### src/rtl/hdd_sector_server.sv
// hdd_sector_server: moves one 512-byte sector between the HDD controller buffer and storage.
// Optional watchdog abort when HDD_SECTOR_SERVER_TIMEOUT_EN is defined.
module hdd_sector_server #(
  parameter logic [31:0] LBA_BASE       = 32'h0,
  parameter int unsigned TIMEOUT_CYCLES = 2000000
) (
  input  logic        clk_sys,
  input  logic        reset_n,
  input  logic [15:0] hdd_sector,
  input  logic        hdd_read,
  input  logic        hdd_write,
  output logic [8:0]  ram_addr,
  output logic [7:0]  ram_di,
  output logic        ram_we,
  input  logic [7:0]  ram_do,
  output logic [31:0] st_lba,
  output logic        st_rd,
  output logic        st_wr,
  input  logic        st_ack,
  input  logic [7:0]  st_rdata,
  input  logic        st_rvalid,
  output logic [7:0]  st_wdata,
  output logic        st_wvalid,
  input  logic        st_wready,
  output logic        busy,
  output logic        done,
  output logic        error
);
  typedef enum logic [2:0] {IDLE, CMD, RDATA, WPRE, WFETCH, WDATA, FIN} state_t;
  state_t state, state_nxt;
  logic rd_q, wr_q, dir_wr, tout, rd_edge, wr_edge;
  logic [9:0] cnt;
  logic [7:0] wdata_q;
  assign rd_edge = hdd_read & ~rd_q;
  assign wr_edge = hdd_write & ~wr_q;
  always_ff @(posedge clk_sys or negedge reset_n)
    if (!reset_n) state <= IDLE;
    else state <= state_nxt;
  always_comb begin
    state_nxt = state;
    case (state)
      IDLE:    if (rd_edge | wr_edge) state_nxt = CMD;
      CMD:     if (st_ack) state_nxt = dir_wr ? WPRE : RDATA;
      RDATA:   if (st_rvalid && cnt == 10'd511) state_nxt = FIN;
      WPRE:    state_nxt = WFETCH;
      WFETCH:  state_nxt = WDATA;
      WDATA:   if (st_wready) state_nxt = (cnt == 10'd511) ? FIN : WFETCH;
      FIN:     state_nxt = IDLE;
      default: state_nxt = IDLE;
    endcase
    if (tout) state_nxt = FIN;
  end
  // An accepted write byte already presents the next address so the buffer read overlaps the fetch cycle
  always_comb begin
    busy      = (state != IDLE) && (state != FIN);
    done      = state == FIN;
    st_rd     = (state == CMD) && !dir_wr;
    st_wr     = (state == CMD) && dir_wr;
    ram_we    = (state == RDATA) && st_rvalid;
    ram_di    = (state == RDATA) ? st_rdata : 8'h00;
    ram_addr  = (state == WDATA && st_wready) ? cnt[8:0] + 9'd1 : cnt[8:0];
    st_wvalid = state == WDATA;
  end
  assign st_wdata = wdata_q;
  always_ff @(posedge clk_sys or negedge reset_n)
    if (!reset_n) begin
      rd_q    <= 1'b0;
      wr_q    <= 1'b0;
      dir_wr  <= 1'b0;
      st_lba  <= '0;
      cnt     <= '0;
      wdata_q <= '0;
    end else begin
      rd_q <= hdd_read;
      wr_q <= hdd_write;
      if (state == IDLE && (rd_edge | wr_edge)) begin
        dir_wr <= ~rd_edge;
        st_lba <= LBA_BASE + {16'h0, hdd_sector};
      end
      if (state == CMD) cnt <= '0;
      else if ((state == RDATA && st_rvalid) || (state == WDATA && st_wready)) cnt <= cnt + 10'd1;
      if (state == WFETCH) wdata_q <= ram_do;
    end
`ifdef HDD_SECTOR_SERVER_TIMEOUT_EN
  logic [31:0] wdog;
  logic abort_q, err_q;
  assign tout  = busy && (wdog >= TIMEOUT_CYCLES) && !(st_ack || st_rvalid || st_wready);
  assign error = err_q;
  // abort_q marks the FIN entered by a timeout so that FIN keeps error set
  always_ff @(posedge clk_sys or negedge reset_n)
    if (!reset_n) begin
      wdog    <= '0;
      abort_q <= 1'b0;
      err_q   <= 1'b0;
    end else begin
      wdog    <= ((state == IDLE && (rd_edge | wr_edge)) || st_ack || st_rvalid || st_wready) ? 32'd0 :
                 busy ? wdog + 32'd1 : wdog;
      abort_q <= tout;
      err_q   <= tout ? 1'b1 : (done && !abort_q) ? 1'b0 : err_q;
    end
`else
  logic unused_timeout;
  assign unused_timeout = ^TIMEOUT_CYCLES;
  assign tout  = 1'b0;
  assign error = 1'b0;
`endif
endmodule

### config.mk
export PLATFORM = sky130hd
export DESIGN_NAME = hdd_sector_server
export DESIGN_NICKNAME = d
export VERILOG_FILES = /design/src/rtl/hdd_sector_server.sv
export SDC_FILE = /design/constraint.sdc
export NUM_CORES = 1
export LEC_CHECK = 0
export BUFFER_PORTS_ARGS = -buffer_cell sky130_fd_sc_hd__buf_4
export CORE_UTILIZATION = 48
export CTS_BUF_LIST = sky130_fd_sc_hd__clkbuf_4 sky130_fd_sc_hd__clkbuf_8
export DETAILED_ROUTE_END_ITERATION = 16
export PLACE_DENSITY = 0.87
export SETUP_SLACK_MARGIN = 0.15
export SYNTH_ARGS = -nofsm -noshare
export SYNTH_HDL_FRONTEND = slang
export SYNTH_SLANG_ARGS = --single-unit
### constraint.sdc
create_clock -name clk_sys -period 2.1 [get_ports clk_sys]
set_clock_uncertainty 0.15 [all_clocks]
set_input_delay 0.105 -clock clk_sys [delete_from_list [all_inputs] [get_ports clk_sys]]
set_output_delay 0.105 -clock clk_sys [all_outputs]
set_load 0.02 [all_outputs]
After elaboration in Yosys (flattened, before gate mapping)
Index checks and enable logic that the tools add are counted.
- equality and inequality tests: 12
- reductions and logical operators: 13
- mux-type cells: 11
- bitwise logic cells: 6
- add/subtract/negate cells: 2
- operators by type and width (operator ; count):
    2-to-1 mux 10 bit ; 2
    one-hot mux 3 bit (6 select lines) ; 1
    2-to-1 mux 3 bit ; 4
    adder 10 x 1 -> 10 bit (second input constant) ; 1
    == test 10 x 9 -> 1 bit (second input constant) ; 1
    adder 9 x 1 -> 9 bit (second input constant) ; 1
    == test 3 bit (second input constant) ; 3
    2-to-1 mux 9 bit ; 1
    2-to-1 mux 8 bit ; 1
    logical AND 1 bit ; 7
    == test 3 x 2 -> 1 bit (second input constant) ; 2
    inequality test 2 x 1 -> 1 bit (second input constant) ; 2
    inequality test 2 bit (second input constant) ; 2
    AND reduction 4 bit ; 1
    == test 3 x 1 -> 1 bit (second input constant) ; 1
    logical NOT 3 bit ; 1
    inequality test 3 bit (second input constant) ; 1
    inverter 1 bit ; 3
    nonzero test 3 bit ; 1
    AND 1 bit ; 2
    2-to-1 mux 2 bit ; 1
    nonzero test 2 bit ; 1
    logical NOT 1 bit ; 1
    logical OR 1 bit ; 1
    other kinds (2) ; 2
- flip-flop bits (word level): 40
- input port bits: 39
- word-level logic and storage cells: 51
- output and inout port bits: 64

Longest topological paths before layout
Gate-level depths: netlist (run 1).
- word-level depth: 5
- depth in mapped cells: 6
- depth with buffers taken out: 5

Least setup slack after synthesis (run 1)
No wires, ideal clock.
- path type: reg2out
- start: register cnt[0]
- end: output port ram_addr[8]
- slack: 0.324 ns
- required time: 1.845 ns
- stages on the path, launching flop included: 7
- arrival time: 1.521 ns
- path buffers: 1
- path through: dfrtp_1 -> ha_1 -> and3_1 -> clkbuf_2 -> nand4_1 -> nor2_1 -> xor2_1
- longest elaborated chain between the ends: 2
- ends and longest elaborated chain (element ; RTL line ; text):
    start: declaration ; 32 ; logic [9:0] cnt;
    start signal: assignment ; 81 ; else if ((state == RDATA && st_rvalid) || (state == WDATA && st_wready)) cnt <= cnt + 10'd1;
    adder 9 x 1 -> 9 bit ; 61 ; ram_addr = (state == WDATA && st_wready) ? cnt[8:0] + 9'd1 : cnt[8:0];
    2-to-1 mux 9 bit ; 61 ;
    end: declaration ; 12 ; output logic [8:0] ram_addr,
No other way between the ends.

Final worst setup path (run 1)
- start: register cnt[1]
- end: output port ram_addr[8]
The elaborated chain is that of the path after synthesis.

==> results of run 1 <==
cells by family after synthesis:
| kind of cell | synth area share |
|---|---|
| compound gates | 0.0590 |
| xor+xnor | 0.0368 |
| fa+ha+maj | 0.00584 |
| buf+inv | 0.0888 |
| flops | 0.467 |
| mux | 0.176 |
| other cells | 0.00175 |
| simple gates | 0.165 |
layer usage:
metal | global-route usage | wire length, um | up-vias
met5 | 0 | 0 | -
met1 | 0.280 | 2120 | 852
li1 | - | - | 866
met3 | 0.0806 | 354 | 7
met2 | 0.414 | 2800 | 71
met4 | 0.0663 | 55 | 0
sequential cells by signal, summed over array words and instances (netlist names):
name	count
rd_q	1
st_lba	16
st_wdata	8
wr_q	1
state	3
cnt	10
dir_wr	1
power by group:
group	internal [mW]	switching [mW]	total, mW
clock	0.358	0.286	0.644
sequential	0.817	0.0463	0.864
combinational	0.239	0.229	0.467
total	1.41	0.561	1.98
layout make-up:
class	instances	area share
multi-input combinational	138	0.323
sequential	40	0.312
timing repair buffer	122	0.306
clock buffer	5	0.0214
tap	50	0.0194
clock inverter	3	0.0144
inverter	3	0.00350
synthesized netlist by cell type (all sizes together) (4+ instances only):
cell    number  area share
dfrtp       40        0.47
mux2        26        0.15
buf         22       0.079
nor2        12       0.022
and3        11       0.032
a21oi       10       0.023
nand2        9       0.017
xor2         6       0.025
mux2i        5       0.023
nand3        5       0.012
o21ai        5       0.012
nand2b       4       0.012
nor2b        4       0.012
worst max-delay path: stages (launching register included):
cell	delay [ns]
dfrtp_1	0.40
ha_4	0.16
and3_4	0.22
nand4_1	0.14
nor2_2	0.13
xor2_1	0.16
buf_4	0.16
per-stage QoR:
step | worst slack, ns | area, sq um | util | instances | power, mW
floorplan | 0.324 | 2200 | - | 205 | 1.11
global placement | 0.306 | 2740 | 0.661 | 318 | 1.25
detailed placement | 0.221 | 2740 | 0.661 | 318 | 1.26
CTS | 0.128 | 3170 | 0.765 | 357 | 1.96
global route | 0.0659 | 3220 | 0.777 | 361 | 2.06
finish | 0.182 | 3220 | 0.777 | 361 | 1.98
timing repair:
item,CTS,global route
cloned,0,0
hold buffers,28,0
resized for setup,6,7
hold endpoints to repair,67,0
endpoints found under the setup margin,6,7
setup buffers,3,4
pin swaps,1,3
worst paths after layout:
| kind | slack (ns) | to |
|---|---|---|
| max | 0.18 | ram_addr[8] |
| min | 0.15 | state[0] |
| max reg2reg | 0.29 | cnt[3] |
| min reg2reg | 0.36 | cnt[9] |
| max in group asynchronous | 1.26 | state[2] |
| min in group asynchronous | 0.16 | cnt[5] |
==> qor.csv, run 1 <==
stage;metric;value;unit
status;status;finished, final reports clean;
min_path;Hold Path Origin;st_ack;
route;vias per inst;4.98;
sta;min cycle time layout;1.92;ns
power;static leakage;1.71;nW
critical_path;CP required;1.85;ns
route;detailed-route DRC error count;0;
critical_path;Setup crit start;cnt[1];
cells_and_area;fin nets;350;
flow_run;maxcap violations;0;
critical_path;R2R Path Start;state[2];
synthesis;ys async rst share;1.00;
floorplanning;CORE AREA;4140;sq um
synthesis;Yosys Warn Count;0;
cells_and_area;highest-count cells in the layout ignoring fill and taps;94 x buf_4, 37 x dfrtp_1, 28 x dlygate4sd3_1, 17 x mux2_2, 17 x conb_1;
sta;final hold slack;0.154;ns
route;WL/cell;14.8;um
synthesis;Mapped Area;2140;sq um
route;via count;1796;
route;Routed WL;5340;um
cells_and_area;most common cell after layout, fill and taps aside;buf_4;
cells_and_area;Area Overhead vs Synth;50.2;%
route;drt first pass iters;4;
critical_path;Worst Path Max Fanout;6;
sta;Sum Neg Setup Slack;0;ns
clocking;H-tree Lvls;2;
sta;Max Freq;0.521;GHz
sta;final slew viol count;0;
synthesis;register area share after synthesis;0.467;
critical_path;Worst EP arrival;1.66;ns
floorplanning;die area;4730;sq um
route;Post-DRT Antenna Nets;0;
floorplanning;Die H;68.8;um
placed_design;Buffers on Ports;85;
global_route;total grt overflow;0;
global_route;largest net degree at the start of global routing;41;
power;power per cell area;614;nW/um^2
synthesis;Synth cell types;40;
sta;Final Hold Fails;0;
sta;RSZ-0062 raised after global routing;true;
min_path;Hold Path Stages;4;
clocking;clock root cell;clkbuf_8;
global_route;vias in the first global route;1765;
sta;setup violators final;0;
critical_path;critical path class;reg2out;
cells_and_area;antenna diode count;0;
clocking;Num CTS Buffers;5;
global_route;first-pass GRT wire length;8110;um
synthesis;Synth Instances;189;
cells_and_area;Multi-input gate area;1040;sq um
floorplanning;I/O pins;103;
sta;period utilization;0.913;
clocking;clk sink count;40;
synthesis;#FFs+latches synth;40;
min_path;Worst Hold Class;in2reg;
power;worst ir drop on vdd;0.551;mV
placed_design;placed wire-length estimate;3330;um
global_route;GRT Total Usage;0.239;
clocking;clk slew on worst S/H paths;0.08;ns
cells_and_area;fill count;244;
clocking;maximum root-to-sink buffer count;2;
cells_and_area;layout cell share with drive strength beyond 1;0.457;
placed_design;Placer Congestion;0.782;
cells_and_area;register area;1000;sq um
clocking;Clock Latency Late Sink;0.30;ns
route;initial DRC count;62;
synthesis;top_reg_cell synth;dfrtp_1;
global_route;antenna violations before repair;0;
synthesis;Post-synth EDFFs;0;
critical_path;Setup crit start kind;register;
floorplanning;Chip Width;68.8;um
clocking;CTS tree;built;
critical_path;Crit. End Element;output pin;
synthesis;Avg Inst Size Synth;11.3;sq um
critical_path;Register-to-Register Path Depth;4;
floorplanning;Initial Util;0.517;
floorplanning;Row Count;23;
Note: power is estimated with default switching activity, not from simulation.
==> run 2: changes to the inputs <==
--- a/constraint.sdc
+++ b/constraint.sdc
@@ -3,3 +3,3 @@
 set_input_delay 0.105 -clock clk_sys [delete_from_list [all_inputs] [get_ports clk_sys]]
 set_output_delay 0.105 -clock clk_sys [all_outputs]
-set_load 0.02 [all_outputs]
+set_load 0.05 [all_outputs]
==> run 2 against run 1 <==
Power rose by 6.0%. Largest cell class unchanged. Maximum frequency fell by 2.6%. Critical endpoint unchanged. Combinational power rose by 43%. Utilization rose by 4.7 points. Wire length rose by 17%. Sequential share of layout area fell by 1.7 points. Final area rose by 6.0%. Critical path type unchanged.
==> qor.csv, run 2 (synthesis results as in run 1) <==
stage;metric;value;unit;change
status;status;finished, final reports clean;;
floorplanning;die area;4730;sq um;unchanged
clocking;clk sink count;40;;unchanged
cells_and_area;antenna diode count;0;;unchanged
route;Post-Route M1 WL;2510;um;+18%
placed_design;placed wire-length estimate;3680;um;+10%
clocking;CTS tree;built;;
floorplanning;CORE AREA;4140;sq um;unchanged
cells_and_area;layout cell share with drive strength beyond 1;0.511;;+0.0543
critical_path;Worst Path Max Fanout;2;;-4
global_route;vias in the first global route;1803;;+2.2%
cells_and_area;highest-count cells in the layout ignoring fill and taps;95 x buf_4, 36 x dfrtp_1, 28 x dlygate4sd3_1, 17 x mux2_2, 17 x conb_1;;
critical_path;CP cell instances;ha_2 -> and3_4 -> nand4_1 -> nor2_4 -> xor2_4 -> buf_6;;
floorplanning;Chip Width;68.8;um;unchanged
flow_run;maxcap violations;0;;unchanged
sta;final hold slack;0.141;ns;-0.0127 ns
critical_path;critical path class;reg2out;;
floorplanning;I/O pins;103;;unchanged
critical_path;Crit. End Element;output pin;;
route;detailed-route DRC error count;0;;unchanged
sta;final slew viol count;0;;unchanged
route;WL/cell;16.8;um;+14%
critical_path;CP required;1.85;ns;about the same
global_route;first-pass GRT wire length;8970;um;+11%
cells_and_area;Final Non-Filler Cells;371;;+2.8%
global_route;GRT Total Usage;0.273;;+0.0347
placed_design;worst slack, placed;0.203;ns;-0.0179 ns
sta;period utilization;0.937;;+0.0239
placed_design;placed insts;321;;+0.94%
cells_and_area;Largest register FFs;16;;unchanged
floorplanning;Row Count;23;;unchanged
route;Post-DRT Antenna Nets;0;;unchanged
cells_and_area;Area Overhead vs Synth;59.3;%;
placed_design;Placer Congestion;0.791;;+1.2%
sta;Sum Neg Setup Slack;0;ns;unchanged
route;vias per inst;5.20;;+4.5%
route;Routed WL;6240;um;+17%
sta;Max Freq;0.508;GHz;-2.6%
critical_path;Worst EP arrival;1.71;ns;+0.05 ns
sta;Final Hold Fails;0;;unchanged
clocking;H-tree Lvls;2;;unchanged
floorplanning;Initial Util;0.517;;unchanged
route;initial DRC count;91;;+47%
sta;min cycle time layout;1.97;ns;+0.0502 ns
power;power per cell area;613;nW/um^2;about the same
sta;setup violators final;0;;unchanged
power;total power;2.09;mW;+6.0%
clocking;maximum root-to-sink buffer count;2;;unchanged
route;met3 wire len;398;um;+12%
route;via count;1928;;+7.3%
placed_design;Buffers on Ports;85;;unchanged
critical_path;crit path max-delay cell type;dfrtp_1;;
route;metal2 WL;3180;um;+13%
cells_and_area;Layout Utilization;0.823;;+0.0468
critical_path;Register-to-Register Path Depth;4;;unchanged
cells_and_area;most common cell after layout, fill and taps aside;buf_4;;
min_path;Hold Path Stages;4;;unchanged
clocking;clock root cell;clkbuf_8;;
global_route;total grt overflow;0;;unchanged
cells_and_area;finished layout cell area;3410;sq um;+6.0%
floorplanning;Die H;68.8;um;unchanged
sta;worst setup margin;0.131;ns;-0.0502 ns
global_route;antenna violations before repair;0;;unchanged
placed_design;DP Area;2830;sq um;+3.2%
route;uppermost layer routed;met4;;
sta;RSZ-0062 raised after global routing;true;;
clocking;Num CTS Buffers;5;;unchanged
power;static leakage;1.77;nW;+3.7%
cells_and_area;Largest Register;st_lba;;
clocking;Clock Latency Late Sink;0.29;ns;about the same
min_path;Worst Hold Class;in2reg;;
clocking;clk slew on worst S/H paths;0.08;ns;about the same
cells_and_area;fin nets;360;;+2.9%
power;worst ir drop on vdd;0.444;mV;-19%
critical_path;Setup crit start kind;register;;
critical_path;crit-path max cell delay;0.36;ns;-0.04 ns
route;drt first pass iters;4;;unchanged
global_route;largest net degree at the start of global routing;41;;unchanged
==> run 2: layout make-up <==
class                           count  area, sq um
Clock inverter                      2         15.0
Inverter                            3         11.3
Tap cell                           50         62.6
Sequential cell                    40         1010
Clock buffer                        6         82.6
Timing Repair Buffer              131         1080
Fill cell                         233          732
Multi-Input combinational cell    139         1150
==> run 2: timing repair <==
item / 4_1_cts / 5_1_grt
buffers inserted: 6 / 7
endpoints found under the setup margin: 13 / 24
gates cloned: 0 / 1
resized for setup: 15 / 17
pin swaps: 2 / 6
hold endpoints to repair: 67 / 0
hold buffers: 28 / 0
==> run 2: report_power, final <==
group / internal, mW / leakage (nW) / switching [mW]
combinational: 0.261 / 1.22 / 0.408
clock: 0.266 / 0.0434 / 0.293
sequential: 0.819 / 0.508 / 0.0461
==> run 2: final timing paths <==
path,startpoint,to,slack [ns]
worst min register to register,cnt[5],cnt[5],0.36
worst max register to register,state[1],st_wdata[0],0.19
max in group asynchronous,reset_n,cnt[2],1.25
min in group asynchronous,reset_n,st_wdata[0],0.16
worst max-delay path,cnt[0],ram_addr[8],0.13
worst min-delay path,st_ack,state[0],0.14
==> run 2: per-layer routing <==
metal,vias up,track usage
met3,16,0.0724
met2,85,0.453
li1,885,-
met4,0,0.0969
met5,-,0
met1,942,0.344
==> run 2: worst max-delay path: cells and delay by family, from the launching register on <==
family                   cells  cell delay [ns]
XOR/XNOR                     1             0.16
adder cells (fa/ha/maj)      1             0.18
flip-flops                   1             0.36
AND/OR/NAND/NOR              3             0.55
buffers and inverters        1             0.17
